File: src/rtl/ws2812_pkg.sv
// ---------------------------------------------------------------------------
// ws2812_pkg
//   Shared definitions for the WS2812 frame driver: default bit/latch timing
//   in CLOCK_50 cycles, the colour word width, the cycle counter width and
//   the frame FSM state type.
// ---------------------------------------------------------------------------
package ws2812_pkg;

  // GRB colour word, sent MSB first
  localparam int GRB_W = 24;

  // Default WS2812 timing at 50 MHz (20 ns per cycle)
  localparam int DEF_T0H       = 20;    // 400 ns
  localparam int DEF_T0L       = 43;    // 860 ns
  localparam int DEF_T1H       = 40;    // 800 ns
  localparam int DEF_T1L       = 23;    // 460 ns
  localparam int DEF_RESET_CYC = 2600;  // 52 us latch gap

  // Segment cycle counter width; holds the longest segment (the latch gap)
  localparam int CYC_W = 12;

  typedef enum logic [2:0] {
    IDLE,
    LOAD,
    HIGH,
    LOW,
    LATCH
  } fsm_t;

endpackage

File: src/rtl/ws2812_bit_encoder.sv
// ---------------------------------------------------------------------------
// ws2812_bit_encoder
//   Times one waveform segment at a time for the frame FSM. The current
//   segment is the FSM state: HIGH and LOW last T1x/T0x cycles depending on
//   bit_val, LATCH lasts RESET_CYC cycles. Owns the segment cycle counter and
//   the registered serial output.
// Ports
//   clk       in   clock
//   reset     in   synchronous, active-high
//   start     in   restart the cycle counter (FSM changes state this cycle)
//   seg       in   current segment (FSM state)
//   bit_val   in   value of the bit being sent
//   seg_done  out  last cycle of the current timed segment
//   bit_done  out  last cycle of a bit's low phase
//   led_dout  out  registered serial data, high while the FSM was in HIGH
// ---------------------------------------------------------------------------
module ws2812_bit_encoder
  import ws2812_pkg::*;
#(
  parameter int T0H       = DEF_T0H,
  parameter int T0L       = DEF_T0L,
  parameter int T1H       = DEF_T1H,
  parameter int T1L       = DEF_T1L,
  parameter int RESET_CYC = DEF_RESET_CYC
) (
  input  logic clk,
  input  logic reset,
  input  logic start,
  input  fsm_t seg,
  input  logic bit_val,
  output logic seg_done,
  output logic bit_done,
  output logic led_dout
);

  logic [CYC_W-1:0] cyc_cnt;
  logic [CYC_W-1:0] seg_len;

  // NOTE: every combinational output gets a default first, so no path leaves
  // it unassigned and no latch is inferred.
  always_comb begin
    seg_len = CYC_W'(1);
    case (seg)
      HIGH:    seg_len = bit_val ? CYC_W'(T1H) : CYC_W'(T0H);
      LOW:     seg_len = bit_val ? CYC_W'(T1L) : CYC_W'(T0L);
      LATCH:   seg_len = CYC_W'(RESET_CYC);
      default: seg_len = CYC_W'(1);
    endcase
  end

  assign seg_done = (cyc_cnt == seg_len - 1'b1);
  assign bit_done = seg_done && (seg == LOW);

  // NOTE: state is updated with non-blocking assignments so every register
  // samples pre-edge values regardless of statement order.
  always_ff @(posedge clk) begin
    if (reset) begin
      cyc_cnt  <= '0;
      led_dout <= 1'b0;
    end else begin
      // Saturate rather than wrap so a long IDLE never aliases a segment end
      if (start) begin
        cyc_cnt <= '0;
      end else if (cyc_cnt != '1) begin
        cyc_cnt <= cyc_cnt + 1'b1;
      end
      // One cycle behind the FSM: led_dout rises the cycle after HIGH starts
      led_dout <= (seg == HIGH);
    end
  end

endmodule

File: src/rtl/led_frame_driver.sv
// ---------------------------------------------------------------------------
// led_frame_driver
//   Snapshots a ROWS x COLS on/off pixel matrix on request and serialises it
//   to a WS2812 strip: lit pixels as ON_COLOR, dark pixels as 24'h0, row 0
//   first, each word MSB first, followed by a low latch gap. One request may
//   be held while a frame is in flight; further requests merge into it.
//   Build option: define SERPENTINE_EN to send odd rows right-to-left for a
//   zig-zag wired strip. Timing is the same either way.
// Ports
//   CLOCK_50    in   50 MHz clock
//   reset       in   synchronous, active-high
//   state_in    in   pixel matrix, pixel (r,c) = state_in[r*COLS+c]
//   frame_req   in   single-cycle request to send state_in
//   busy        out  high whenever the FSM is not IDLE
//   frame_done  out  one-cycle pulse on the last latch cycle after a frame
//   led_dout    out  registered serial data to the strip
// ---------------------------------------------------------------------------
module led_frame_driver
  import ws2812_pkg::*;
#(
  parameter int               ROWS      = 12,
  parameter int               COLS      = 16,
  parameter logic [GRB_W-1:0] ON_COLOR  = 24'h00FF00,
  parameter int               T0H       = DEF_T0H,
  parameter int               T0L       = DEF_T0L,
  parameter int               T1H       = DEF_T1H,
  parameter int               T1L       = DEF_T1L,
  parameter int               RESET_CYC = DEF_RESET_CYC
) (
  input  logic                 CLOCK_50,
  input  logic                 reset,
  input  logic [ROWS*COLS-1:0] state_in,
  input  logic                 frame_req,
  output logic                 busy,
  output logic                 frame_done,
  output logic                 led_dout
);

  localparam int               NPIX     = ROWS * COLS;
  localparam int               PIX_W    = (NPIX > 1) ? $clog2(NPIX) : 1;
  localparam logic [PIX_W-1:0] LAST_PIX = PIX_W'(NPIX - 1);
  localparam logic [4:0]       LAST_BIT = 5'(GRB_W - 1);

  fsm_t             state;
  fsm_t             next_state;
  logic [NPIX-1:0]  stream_in;   // state_in reordered into transmit order
  logic [NPIX-1:0]  snap;        // frame being sent, in transmit order
  logic [PIX_W-1:0] pix_cnt;
  logic [PIX_W-1:0] pix_next;
  logic [4:0]       bit_cnt;
  logic [GRB_W-1:0] shift_word;
  logic             pending;     // one held request
  logic             frame_sent;  // current LATCH closes a frame
  logic             seg_done;
  logic             bit_done;
  logic             start;

  // Stream index p = r*COLS + c picks matrix column src_c of row r
  for (genvar r = 0; r < ROWS; r++) begin : g_row
    for (genvar c = 0; c < COLS; c++) begin : g_col
`ifdef SERPENTINE_EN
      localparam int SRC_C = (r % 2 == 1) ? (COLS - 1 - c) : c;
`else
      localparam int SRC_C = c;
`endif
      assign stream_in[r*COLS + c] = state_in[r*COLS + SRC_C];
    end
  end

  assign pix_next = pix_cnt + 1'b1;
  assign start    = (next_state != state);

  ws2812_bit_encoder #(
    .T0H       (T0H),
    .T0L       (T0L),
    .T1H       (T1H),
    .T1L       (T1L),
    .RESET_CYC (RESET_CYC)
  ) u_encoder (
    .clk      (CLOCK_50),
    .reset    (reset),
    .start    (start),
    .seg      (state),
    .bit_val  (shift_word[GRB_W-1]),
    .seg_done (seg_done),
    .bit_done (bit_done),
    .led_dout (led_dout)
  );

  always_comb begin
    next_state = state;
    busy       = (state != IDLE);
    frame_done = 1'b0;
    case (state)
      IDLE:  if (frame_req) next_state = LOAD;
      LOAD:  next_state = HIGH;
      HIGH:  if (seg_done) next_state = LOW;
      LOW: begin
        if (bit_done) begin
          next_state = (bit_cnt == LAST_BIT && pix_cnt == LAST_PIX) ? LATCH : HIGH;
        end
      end
      LATCH: begin
        if (seg_done) begin
          // A request arriving on the final latch cycle is honoured directly
          next_state = (pending || frame_req) ? LOAD : IDLE;
          frame_done = frame_sent;
        end
      end
      default: next_state = LATCH;
    endcase
  end

  always_ff @(posedge CLOCK_50) begin
    if (reset) begin
      state      <= LATCH;
      pending    <= 1'b0;
      frame_sent <= 1'b0;
      pix_cnt    <= '0;
      bit_cnt    <= '0;
      shift_word <= '0;
    end else begin
      state <= next_state;

      if (next_state == LOAD) begin
        pending <= 1'b0;
      end else if (frame_req && state != IDLE) begin
        pending <= 1'b1;
      end

      if (state == LOW && next_state == LATCH) begin
        frame_sent <= 1'b1;
      end else if (state == LATCH && next_state != LATCH) begin
        frame_sent <= 1'b0;
      end

      case (state)
        LOAD: begin
          pix_cnt    <= '0;
          bit_cnt    <= '0;
          shift_word <= stream_in[0] ? ON_COLOR : '0;
        end
        LOW: begin
          if (bit_done) begin
            if (bit_cnt == LAST_BIT) begin
              bit_cnt    <= '0;
              pix_cnt    <= pix_next;
              shift_word <= snap[pix_next] ? ON_COLOR : '0;
            end else begin
              bit_cnt    <= bit_cnt + 1'b1;
              shift_word <= {shift_word[GRB_W-2:0], 1'b0};
            end
          end
        end
        default: ;
      endcase
    end
  end

  // NOTE: snap is pure datapath with no reset; LOAD always writes it before
  // any bit of it is transmitted.
  always_ff @(posedge CLOCK_50) begin
    if (state == LOAD) begin
      snap <= stream_in;
    end
  end

endmodule

File: config.mk
export PLATFORM = sky130hd
export DESIGN_NAME = led_frame_driver
export DESIGN_NICKNAME = d
export VERILOG_FILES = /design/src/rtl/ws2812_pkg.sv /design/src/rtl/ws2812_bit_encoder.sv /design/src/rtl/led_frame_driver.sv
export SDC_FILE = /design/constraint.sdc
export NUM_CORES = 1
export LEC_CHECK = 0
export BUFFER_PORTS_ARGS = -buffer_cell sky130_fd_sc_hd__buf_4
export CORE_ASPECT_RATIO = 0.7
export CORE_MARGIN = 1.5
export CORE_UTILIZATION = 55
export DETAILED_ROUTE_END_ITERATION = 10
export PLACE_DENSITY_LB_ADDON = 0.05
export RECOVER_POWER = 100
export SYNTH_ARGS = -nofsm -noshare
export SYNTH_HDL_FRONTEND = slang
export SYNTH_SLANG_ARGS = --single-unit
File: constraint.sdc
create_clock -name CLOCK_50 -period 8.59 [get_ports CLOCK_50]
set_input_delay 1.718 -clock CLOCK_50 [delete_from_list [all_inputs] [get_ports CLOCK_50]]
set_output_delay 1.718 -clock CLOCK_50 [all_outputs]
set_load 0.02 [all_outputs]
==> results.yml <==
layout:
  multi_input_area_um2: 3190
  antenna_cells: 0
  syn2layout_area_growth_pct: 21.7
  drive_gt1_share_pct: 32.6
  final_cell_area_um2: 12500
  nFillCells: 1275
  final_net_count: 1069
  fin_util_pct: 68.9
  register_area_um2: 6710
clock_tree:
  root_buffer: "clkbuf_16"
  clock_sinks: 239
  cts.hold.buffers_added: 0
  h-tree-depth: 1
  cts_max_path_buffers: 3
  post-cts-setup-buffers: 0
  cts_resized: 0
  clk_latency_ns: 0.51
  cts_buffers: 23
  clk_pin_slew_ns: 0.07
  cts_tree: "built"
route:
  wl_per_cell_um: 21.1
  drtIter0Drc: 688
  wl_met1_mm: 11.0
  ant_nets: 0
  avgViaCountPerCell: 5.92
  met2_length_mm: 10.6
  dr.pass1.iters: 5
  drt_wl_total_mm: 23.7
  dr_wl_met3_mm: 1.80
  via_count: 6645
  drc_errors: 0
  highest_layer: "met4"
timing:
  timing.fmax_mhz: 177
  rsz0062_at_grt: "no"
  finalSetupViolCount: 0
  hold_violations: 0
  worst_clock_skew_ns: 0.0109
  period_share_pct: 65.7
  setup_tns_ns: 0
  tightest_slew_ns: 4.16
  period_needed_ns: 5.64
  slew_headroom_pct: -177
  drv_slew: 206
grt:
  grt_first_pass_wirelength_mm: 36.5
  antenna_found_initial: 0
  grtUsageTotal_pct: 24.4
  grt_max_degree: 117
  grt-ovfl-total: 0
  grt_pass1_vias: 6559
die:
  die_area_um2: 19500
  chipHeight_um: 117
  die_width_um: 166
  start_util_pct: 56.6
  fp-row-count: 41
  core_area_um2: 18100
  io_pins: 198
critical_path:
  crit_arrival_ns: 5.65
  crit_family: "buffers and inverters"
  worstPathRequired_ns: 8.60
  worstSetupPathType: "flip-flop to flip-flop"
  critPathMaxFanout: 116
  critPathBufInv: 2
  crit_path_max_incr_delay_ns: 2.98
  worstPathCellList: "or3b_2, inv_6, clkbuf_1"
  endpoint_kind: "flip-flop"
  start_kind: "flip-flop"
  crit_slowest_cell: "clkbuf_1"
pwr:
  power_leakage_nw: 4.23
  total_power_w: 0.00235
  powerDensity_nw_per_um2: 188
  ir_worst_vdd_mv: 0.164
synthesis:
  ys_types: 76
  synthCells: 687
  ys_seq_area_share_pct: 65.4
  avgSynthCellArea_um2: 14.9
  async_flop_share_pct: 0
  ys.flop_type: "edfxtp_1"
  synthesis.nets: 885
  synth-seq-cells: 239
  yosys_warnings: 0
  synth_edf_count: 192
  syn_area_um2: 10200
place:
  dp_hpwl_mm: 16.2
  gp_congestion: 0.871
  dpl_cell_area_um2: 11800
  io_buffers: 197
status:
  status: "finished, violations left"
  violations: "capacitance limit, slew limit"
job:
  maxCapViolCount: 5
hold_path:
  holdCritPathClass: "flip-flop to flip-flop"
[tightest hold or removal path: stages (launching register included)]
cell and delay (ns):
dfxtp_1 0.31, nand2_1 0.05, a21oi_1 0.05
[state kept, by name, summed over array words and instances (netlist names)]
name                flops
frame_sent              1
pix_cnt                 8
u_encoder.cyc_cnt      12
shift_word             16
snap                  192
u_encoder.led_dout      1
bit_cnt                 5
state                   3
pending                 1
[cell families after synthesis]
group	after synthesis	share of synthesized area [%]
DFF	239	65.4
and+or+nand+nor	192	9.63
AOI/OAI and AO/OA	115	8.24
muxes	62	11.3
buffers and inverters	55	2.97
xor gates and xnor gates	21	2.05
adders and majority gates	3	0.366
[layer usage]
metal / up-vias / GRT usage, %
li1: 3064 / -
met1: 3285 / 36.7
met2: 272 / 37.8
met3: 24 / 4.77
met4: 0 / 4.62
met5: - / 0
[cell usage in the layout (no fill, tap or decap), types with 12 or more instances in the layout]
master,netlist,routed
inv_1,13,12
clkbuf_16,0,23
clkbuf_4,0,186
edfxtp_1,192,192
o21ai_0,22,22
nor2_1,17,18
nand2_1,61,63
xnor2_1,13,13
mux4_2,42,42
nand3_1,27,27
a21oi_1,30,31
nor3_1,24,24
clkbuf_1,13,14
dfxtp_1,47,46
[final cells by class]
class                      instances  share of cell area [%]
sequential                       239                    53.8
clock buffer                      28                    4.93
inverter                          13                   0.432
multi-input combinational        393                    25.6
clock inverter                    13                    1.14
tap                              236                    2.37
timing repair buffer             201                    11.8
[report_power, final]
group	switching [W]	internal, W
sequential	0.00000241	0.00125
combinational	0.0000225	0.0000525
clock	0.000423	0.000599
[per-stage QoR]
step,cells,hold WS (ns),worst slack (ns)
4_1_cts,1123,0.463,4.05
5_1_grt,1123,0.473,2.45
3_5_place_dp,1082,0.453,4.61
2_1_floorplan,687,0.432,2.48
6_report,1123,0.463,2.95
3_3_place_gp,1082,0.440,4.70
[synthesized netlist by cell type, drive strengths merged (2+ instances only)]
cell type / n / area (µm²)
a2bb2oi: 2 / 23.8
o22ai: 2 / 18.8
o31a: 2 / 17.5
mux2: 10 / 113
a21o: 3 / 22.5
mux4: 42 / 946
a221o: 8 / 80.1
edfxtp: 192 / 5770
and2: 7 / 43.8
a31oi: 2 / 12.5
a32oi: 3 / 26.3
or3: 4 / 25.0
o41ai: 2 / 17.5
o31ai: 10 / 88.8
nand2b: 3 / 18.8
a21oi: 31 / 159
nor2: 18 / 70.1
o211a: 3 / 30.0
nor4: 4 / 25.0
a211oi: 6 / 45.0
mux2i: 10 / 100
nand3b: 4 / 30.0
nand3: 27 / 135
clkbuf: 14 / 53.8
nor3: 24 / 120
nand2: 63 / 246
nor4b: 2 / 17.5
or3b: 3 / 26.3
o2111ai: 2 / 23.8
nor2b: 4 / 25.0
nand4: 6 / 37.5
o21ai: 23 / 119
and3: 11 / 68.8
nor3b: 7 / 52.6
xor2: 7 / 80.1
buf: 28 / 201
a2111oi: 3 / 27.5
inv: 13 / 48.8
dfxtp: 47 / 941
ha: 3 / 37.5
xnor2: 14 / 130
a311oi: 2 / 23.8
[worst paths after layout]
| path | start | endpoint | slack [ns] | cells after the start |
|---|---|---|---|---|
| min | shift_word[22] | shift_word[22] | 0.46 | 2 |
| max reg2reg | state[0] | snap[59] | 2.95 | 3 |
| max | state[0] | snap[59] | 2.95 | 3 |
| min reg2reg | shift_word[22] | shift_word[22] | 0.46 | 2 |
No activity file was read; power rests on OpenSTA's default activity.
